**config.mk**
```make
export PLATFORM = sky130hd
export DESIGN_NAME = mem_port_arbiter_flat
export DESIGN_NICKNAME = d
export VERILOG_FILES = /design/src/rtl/mem_port_arbiter_if.sv /design/src/rtl/mem_port_arbiter.sv /design/src/flat_wrapper.sv
export SDC_FILE = /design/constraint.sdc
export NUM_CORES = 1
export LEC_CHECK = 0
export CORE_MARGIN = 2
export CORE_UTILIZATION = 44
export DETAILED_ROUTE_END_ITERATION = 6
export PLACE_DENSITY_LB_ADDON = 0.3
export SYNTH_ARGS = -nofsm -noshare
export SYNTH_HDL_FRONTEND = slang
export SYNTH_SLANG_ARGS = --single-unit
export TNS_END_PERCENT = 5
```
**constraint.sdc**
```tcl
create_clock -name clk -period 2.2 [get_ports clk]
set_input_delay 0.44 -clock clk [delete_from_list [all_inputs] [get_ports clk]]
set_output_delay 0.44 -clock clk [all_outputs]
set_load 0.03 [all_outputs]
```
**src/rtl/mem_port_arbiter_if.sv**
```systemverilog
// Bundle between the two requesters, the arbiter and the unified memory port.
// slave: arbiter view; master: requester/memory environment view.
interface mem_port_arbiter_if #(
    parameter int unsigned AW = 32,
    parameter int unsigned DW = 32
);
    logic          if_req;
    logic [AW-1:0] if_addr;
    logic [DW-1:0] if_rdata;
    logic          if_ack;

    logic          dm_req;
    logic          dm_we;
    logic [AW-1:0] dm_addr;
    logic [DW-1:0] dm_wdata;
    logic [DW-1:0] dm_rdata;
    logic          dm_ack;

    logic          mem_en;
    logic          mem_we;
    logic [AW-1:0] mem_addr;
    logic [DW-1:0] mem_wdata;
    logic [DW-1:0] mem_rdata;
    logic          mem_ready;

    logic          busy;
    logic          err;

    modport slave (
        input  if_req, if_addr, dm_req, dm_we, dm_addr, dm_wdata, mem_rdata, mem_ready,
        output if_rdata, if_ack, dm_rdata, dm_ack, mem_en, mem_we, mem_addr, mem_wdata,
               busy, err
    );

    modport master (
        output if_req, if_addr, dm_req, dm_we, dm_addr, dm_wdata, mem_rdata, mem_ready,
        input  if_rdata, if_ack, dm_rdata, dm_ack, mem_en, mem_we, mem_addr, mem_wdata,
               busy, err
    );
endinterface

```
**src/rtl/mem_port_arbiter.sv**
```systemverilog
// Round-robin arbiter sharing one memory port between instruction fetch and data memory.
// Optional ARB_TIMEOUT_EN: abort an access after TIMEOUT cycles without mem_ready (err=1).
module mem_port_arbiter #(
    parameter int unsigned AW      = 32,
    parameter int unsigned DW      = 32,
    parameter int unsigned TIMEOUT = 16
) (
    input  logic              clk,
    input  logic              rst,
    mem_port_arbiter_if.slave bus
);
    typedef enum logic [1:0] {
        IDLE = 2'd0,
        ACC  = 2'd1,
        RESP = 2'd2
    } state_e;

    if (TIMEOUT < 1) begin : g_timeout_chk
        $error("mem_port_arbiter: TIMEOUT must be at least 1");
    end

    state_e        state_q;
    logic          gnt_dm_q;
    logic          last_dm_q;
    logic          mem_en_q;
    logic          mem_we_q;
    logic          busy_q;
    logic          if_ack_q;
    logic          dm_ack_q;
    logic [AW-1:0] addr_q;
    logic [DW-1:0] wdata_q;
    logic [DW-1:0] if_rdata_q;
    logic [DW-1:0] dm_rdata_q;
    logic          gnt_dm_c;

`ifdef ARB_TIMEOUT_EN
    localparam int unsigned CW = $clog2(TIMEOUT + 1);
    logic [CW-1:0] cnt_q;
    logic          err_q;
`endif

    // DM wins when alone, or on a tie when IF was granted last
    assign gnt_dm_c = bus.dm_req & (~bus.if_req | ~last_dm_q);

    always_ff @(posedge clk) begin
        if (rst) begin
            state_q    <= IDLE;
            gnt_dm_q   <= 1'b0;
            last_dm_q  <= 1'b0;
            mem_en_q   <= 1'b0;
            mem_we_q   <= 1'b0;
            busy_q     <= 1'b0;
            if_ack_q   <= 1'b0;
            dm_ack_q   <= 1'b0;
            addr_q     <= '0;
            wdata_q    <= '0;
            if_rdata_q <= '0;
            dm_rdata_q <= '0;
`ifdef ARB_TIMEOUT_EN
            cnt_q      <= '0;
            err_q      <= 1'b0;
`endif
        end else begin
            case (state_q)
                IDLE: begin
                    if (bus.if_req | bus.dm_req) begin
                        gnt_dm_q  <= gnt_dm_c;
                        last_dm_q <= gnt_dm_c;
                        addr_q    <= gnt_dm_c ? bus.dm_addr : bus.if_addr;
                        wdata_q   <= gnt_dm_c ? bus.dm_wdata : '0;
                        mem_we_q  <= gnt_dm_c & bus.dm_we;
                        mem_en_q  <= 1'b1;
                        busy_q    <= 1'b1;
`ifdef ARB_TIMEOUT_EN
                        cnt_q     <= '0;
`endif
                        state_q   <= ACC;
                    end
                end
                ACC: begin
                    if (bus.mem_ready) begin
                        if (!mem_we_q) begin
                            if (gnt_dm_q) dm_rdata_q <= bus.mem_rdata;
                            else          if_rdata_q <= bus.mem_rdata;
                        end
                        mem_en_q <= 1'b0;
                        mem_we_q <= 1'b0;
                        if_ack_q <= ~gnt_dm_q;
                        dm_ack_q <= gnt_dm_q;
                        state_q  <= RESP;
                    end
`ifdef ARB_TIMEOUT_EN
                    // Abort leaves both rdata registers untouched
                    else if (cnt_q == CW'(TIMEOUT - 1)) begin
                        mem_en_q <= 1'b0;
                        mem_we_q <= 1'b0;
                        if_ack_q <= ~gnt_dm_q;
                        dm_ack_q <= gnt_dm_q;
                        err_q    <= 1'b1;
                        state_q  <= RESP;
                    end else begin
                        cnt_q <= cnt_q + CW'(1);
                    end
`endif
                end
                RESP: begin
                    if_ack_q <= 1'b0;
                    dm_ack_q <= 1'b0;
                    busy_q   <= 1'b0;
`ifdef ARB_TIMEOUT_EN
                    err_q    <= 1'b0;
`endif
                    state_q  <= IDLE;
                end
                default: state_q <= IDLE;
            endcase
        end
    end

    assign bus.mem_en    = mem_en_q;
    assign bus.mem_we    = mem_we_q;
    assign bus.mem_addr  = addr_q;
    assign bus.mem_wdata = wdata_q;
    assign bus.if_rdata  = if_rdata_q;
    assign bus.dm_rdata  = dm_rdata_q;
    assign bus.if_ack    = if_ack_q;
    assign bus.dm_ack    = dm_ack_q;
    assign bus.busy      = busy_q;
`ifdef ARB_TIMEOUT_EN
    assign bus.err       = err_q;
`else
    assign bus.err       = 1'b0;
`endif
endmodule

```
**src/flat_wrapper.sv**
```systemverilog
// flat-port wrapper written by rule: the top's interface ports become plain ports
module mem_port_arbiter_flat 
#(
    parameter int unsigned AW      = 32,
    parameter int unsigned DW      = 32,
    parameter int unsigned TIMEOUT = 16
)
  (clk, rst, bus_if_req, bus_if_addr, bus_dm_req, bus_dm_we, bus_dm_addr, bus_dm_wdata, bus_mem_rdata, bus_mem_ready, bus_if_rdata, bus_if_ack, bus_dm_rdata, bus_dm_ack, bus_mem_en, bus_mem_we, bus_mem_addr, bus_mem_wdata, bus_busy, bus_err);
  mem_port_arbiter_if #(.AW(AW), .DW(DW)) bus_i ();
  input  logic clk;
  input  logic rst;
  input wire logic [$bits(bus_i.if_req)-1:0] bus_if_req;
  input wire logic [$bits(bus_i.if_addr)-1:0] bus_if_addr;
  input wire logic [$bits(bus_i.dm_req)-1:0] bus_dm_req;
  input wire logic [$bits(bus_i.dm_we)-1:0] bus_dm_we;
  input wire logic [$bits(bus_i.dm_addr)-1:0] bus_dm_addr;
  input wire logic [$bits(bus_i.dm_wdata)-1:0] bus_dm_wdata;
  input wire logic [$bits(bus_i.mem_rdata)-1:0] bus_mem_rdata;
  input wire logic [$bits(bus_i.mem_ready)-1:0] bus_mem_ready;
  output wire logic [$bits(bus_i.if_rdata)-1:0] bus_if_rdata;
  output wire logic [$bits(bus_i.if_ack)-1:0] bus_if_ack;
  output wire logic [$bits(bus_i.dm_rdata)-1:0] bus_dm_rdata;
  output wire logic [$bits(bus_i.dm_ack)-1:0] bus_dm_ack;
  output wire logic [$bits(bus_i.mem_en)-1:0] bus_mem_en;
  output wire logic [$bits(bus_i.mem_we)-1:0] bus_mem_we;
  output wire logic [$bits(bus_i.mem_addr)-1:0] bus_mem_addr;
  output wire logic [$bits(bus_i.mem_wdata)-1:0] bus_mem_wdata;
  output wire logic [$bits(bus_i.busy)-1:0] bus_busy;
  output wire logic [$bits(bus_i.err)-1:0] bus_err;
  assign bus_i.if_req = bus_if_req;
  assign bus_i.if_addr = bus_if_addr;
  assign bus_i.dm_req = bus_dm_req;
  assign bus_i.dm_we = bus_dm_we;
  assign bus_i.dm_addr = bus_dm_addr;
  assign bus_i.dm_wdata = bus_dm_wdata;
  assign bus_i.mem_rdata = bus_mem_rdata;
  assign bus_i.mem_ready = bus_mem_ready;
  assign bus_if_rdata = bus_i.if_rdata;
  assign bus_if_ack = bus_i.if_ack;
  assign bus_dm_rdata = bus_i.dm_rdata;
  assign bus_dm_ack = bus_i.dm_ack;
  assign bus_mem_en = bus_i.mem_en;
  assign bus_mem_we = bus_i.mem_we;
  assign bus_mem_addr = bus_i.mem_addr;
  assign bus_mem_wdata = bus_i.mem_wdata;
  assign bus_busy = bus_i.busy;
  assign bus_err = bus_i.err;
  mem_port_arbiter #(.AW(AW), .DW(DW), .TIMEOUT(TIMEOUT)) u_core (.clk(clk), .rst(rst), .bus(bus_i));
endmodule
```
==> qor.txt <==
Startpoint Class -> flop
Grt ovf -> 0
Port bufs -> 266
Crit Path Max Fanout -> 4
Pre-CTS setup slack -> 134 ps
CP cell instances -> clkdlybuf4s50_1
DR DRC count -> 0
Initial Util -> 0.454
Post-Synthesis Cells -> 580
Max-slew violation count -> 0
Detailed-route via count -> 5296
Area growth syn-to-layout -> 61.8%
Mapped Area -> 5500 um^2
CTS Root Cell -> clkbuf_16
Worst Path Arrival -> 1570 ps
Die width -> 116 um
Seq/Total Area, Yosys -> 0.495
Relative slew margins -> 0.503
Least-Margin Pin Slew -> 745 ps
CTS Hold Bufs -> 0
WL/cell -> 16.3 um
Fmax -> 497 MHz
Levels on crit path -> 1
Post-synth cell types -> 29
CTS sink count -> 136
Leakage -> 3.47 nW
Setup_tns -> 0 ps
Ys Warns -> 0
Max stage delay on crit path -> 750 ps
Final Cycle Share -> 0.915
Synth area leader -> dfxtp_1
Fin util -> 0.735
Hold Crit Class -> reg2reg
Layout cell share with drive strength beyond 1 -> 0.0707
Worst-Skew Late Latency -> 410 ps
Minimum clock period after layout -> 2010 ps
Post-CTS Setup Bufs -> 0
Finished Cell Area -> 8900 um^2
Total nets after synthesis -> 714
Gpl congestion -> 0.759
#FFs+latches synth -> 136
Post-DRT Antenna Nets -> 0
Area of the multi-input gates -> 2460 um^2
Final setup fails -> 0
Initial DRC Count -> 317
Total wire length -> 16300 um
Initial antenna violation count -> 0
Worst hold stages -> 2
Slowest CP cell -> clkdlybuf4s50_1
Setup crit end kind -> output pin
Metal3 WL -> 1360 um
VDD IR max -> 523 uV
R2r worst-path depth -> 4
Fill cells -> 891
Skew final -> 5.72 ps
Vias in the first global route -> 5336
Pwr dens -> 793 nW/um^2
Nets -> 958
Pin count of the biggest net entering global routing -> 72
First-pass detailed-route iteration total -> 5
Global-route wire length before repair -> 25400 um
Syn Area/Cell -> 9.48 um^2
Share of the synthesized area in the top cell type -> 0.495
Deepest clock path buffer count -> 2
# rows -> 40
Post-CTS sizing -> 0
Worst-path clk slew -> 60 ps
WP buf/inv -> 1
Level count of the clock H-tree -> 4
Core footprint -> 12100 um^2
I/O pin count -> 268
Area after DPL -> 8290 um^2
Top Family by Delay on Critical Path -> buffers and inverters
Routed met2 length -> 8240 um
CTS tree -> done
TritonCTS Buffers -> 17
DIE AREA -> 13400 um^2
HPWL after DPL -> 11700 um
RSZ-0062 raised after global routing -> no
Max-cap violation count -> 0
Via/cell ratio -> 5.28
Diodes inserted -> 0
Register area -> 2720 um^2
Main area contributors after synthesis -> dfxtp_1, mux2i_1, nand2_1
Max layer used -> met4
Worst endpoint required time -> 1760 ps
Status -> complete, no violations
Die height -> 116 um
Met1 Routed Length -> 6360 um
Total power -> 7.05 mW
CP Class -> reg2out
Total GRT Usage -> 0.241
Hold Fails Final Rpt -> 0
Worst Setup Slack, final -> 188 ps
-- placed cells by master (no fill, tap or decap), drive strengths merged, types with 2 or more instances in the layout --
cell type	Yosys	routed
a211oi	32	32
a21oi	70	70
a32oi	2	2
buf	29	18
bufinv	0	3
clkbuf	29	20
clkdlybuf4s50	0	265
clkinv	1	3
clkinvlp	0	3
dfxtp	136	136
inv	3	5
mux2i	96	96
nand2	100	100
nand4	33	33
nor2	3	3
o211ai	3	3
o21ai	33	33
-- worst paths after layout --
kind                                             start                 endpoint  slack, ps
worst max-delay path                 u_core.bus.mem_we               bus_mem_we        190
worst min-delay path            u_core.bus.dm_rdata[5]   u_core.bus.dm_rdata[5]        460
worst max register to register         u_core.gnt_dm_q  u_core.bus.dm_rdata[28]        590
worst min register to register  u_core.bus.dm_rdata[5]   u_core.bus.dm_rdata[5]        460
-- report_power, final --
group	switching [mW]	total, mW	internal, mW
clock	1.06	2.93	1.87
combinational	0.750	1.42	0.668
sequential	0.0931	2.71	2.62
total	1.90	7.05	5.15
-- sequential cells by signal, summed over array words and instances, names as in the netlist --
signal	flops
u_core.bus.dm_rdata	32
u_core.bus.if_rdata	32
u_core.bus.mem_addr	32
u_core.bus.mem_wdata	32
u_core.state_q	2
u_core.bus.busy	1
u_core.bus.dm_ack	1
u_core.bus.if_ack	1
u_core.bus.mem_en	1
u_core.bus.mem_we	1
u_core.gnt_dm_q	1
-- Yosys cell counts, drive strengths merged --
library cell	instances
nand3b	1
a211oi	32
o21ba	1
nor2b	1
a21oi	70
nand4	33
clkbuf	29
nor3	1
o21ai	33
buf	29
a32oi	2
conb	1
a21boi	1
nor2	3
dfxtp	136
nand3	1
or3	1
o211ai	3
o21bai	1
clkinv	1
inv	3
nand2	100
mux2i	96
o221a	1
-- through the flow --
step	instances	hold slack, ps
after floorplan	580	579
after global placement	973	441
after detailed placement	973	448
after CTS	1003	458
after global routing	1003	477
final	1003	455
-- layout make-up --
type                       instances  share of cell area
timing repair buffer             283               0.323
inverter                           4             0.00169
clock buffer                      20              0.0525
clock inverter                    10              0.0162
tap                              168              0.0236
sequential                       136               0.306
multi-input combinational        382               0.277
-- metal layers --
metal	vias up	track usage
li1	2556	-
met1	2466	0.270
met2	244	0.430
met3	30	0.0711
met4	0	0.0960
met5	-	0
-- logic make-up (layout without fill, tap and decap cells) --
| kind of cell | count (synthesis) | in the layout | share of synthesized area |
|---|---|---|---|
| other | 1 | 1 | 0.000682 |
| flip-flops | 136 | 136 | 0.495 |
| AND/OR/NAND/NOR | 141 | 141 | 0.117 |
| buffers and inverters | 62 | 317 | 0.0585 |
| AO/OA/AOI/OAI | 144 | 144 | 0.154 |
| multiplexers | 96 | 96 | 0.175 |
Power figures use the tool's default switching activity.
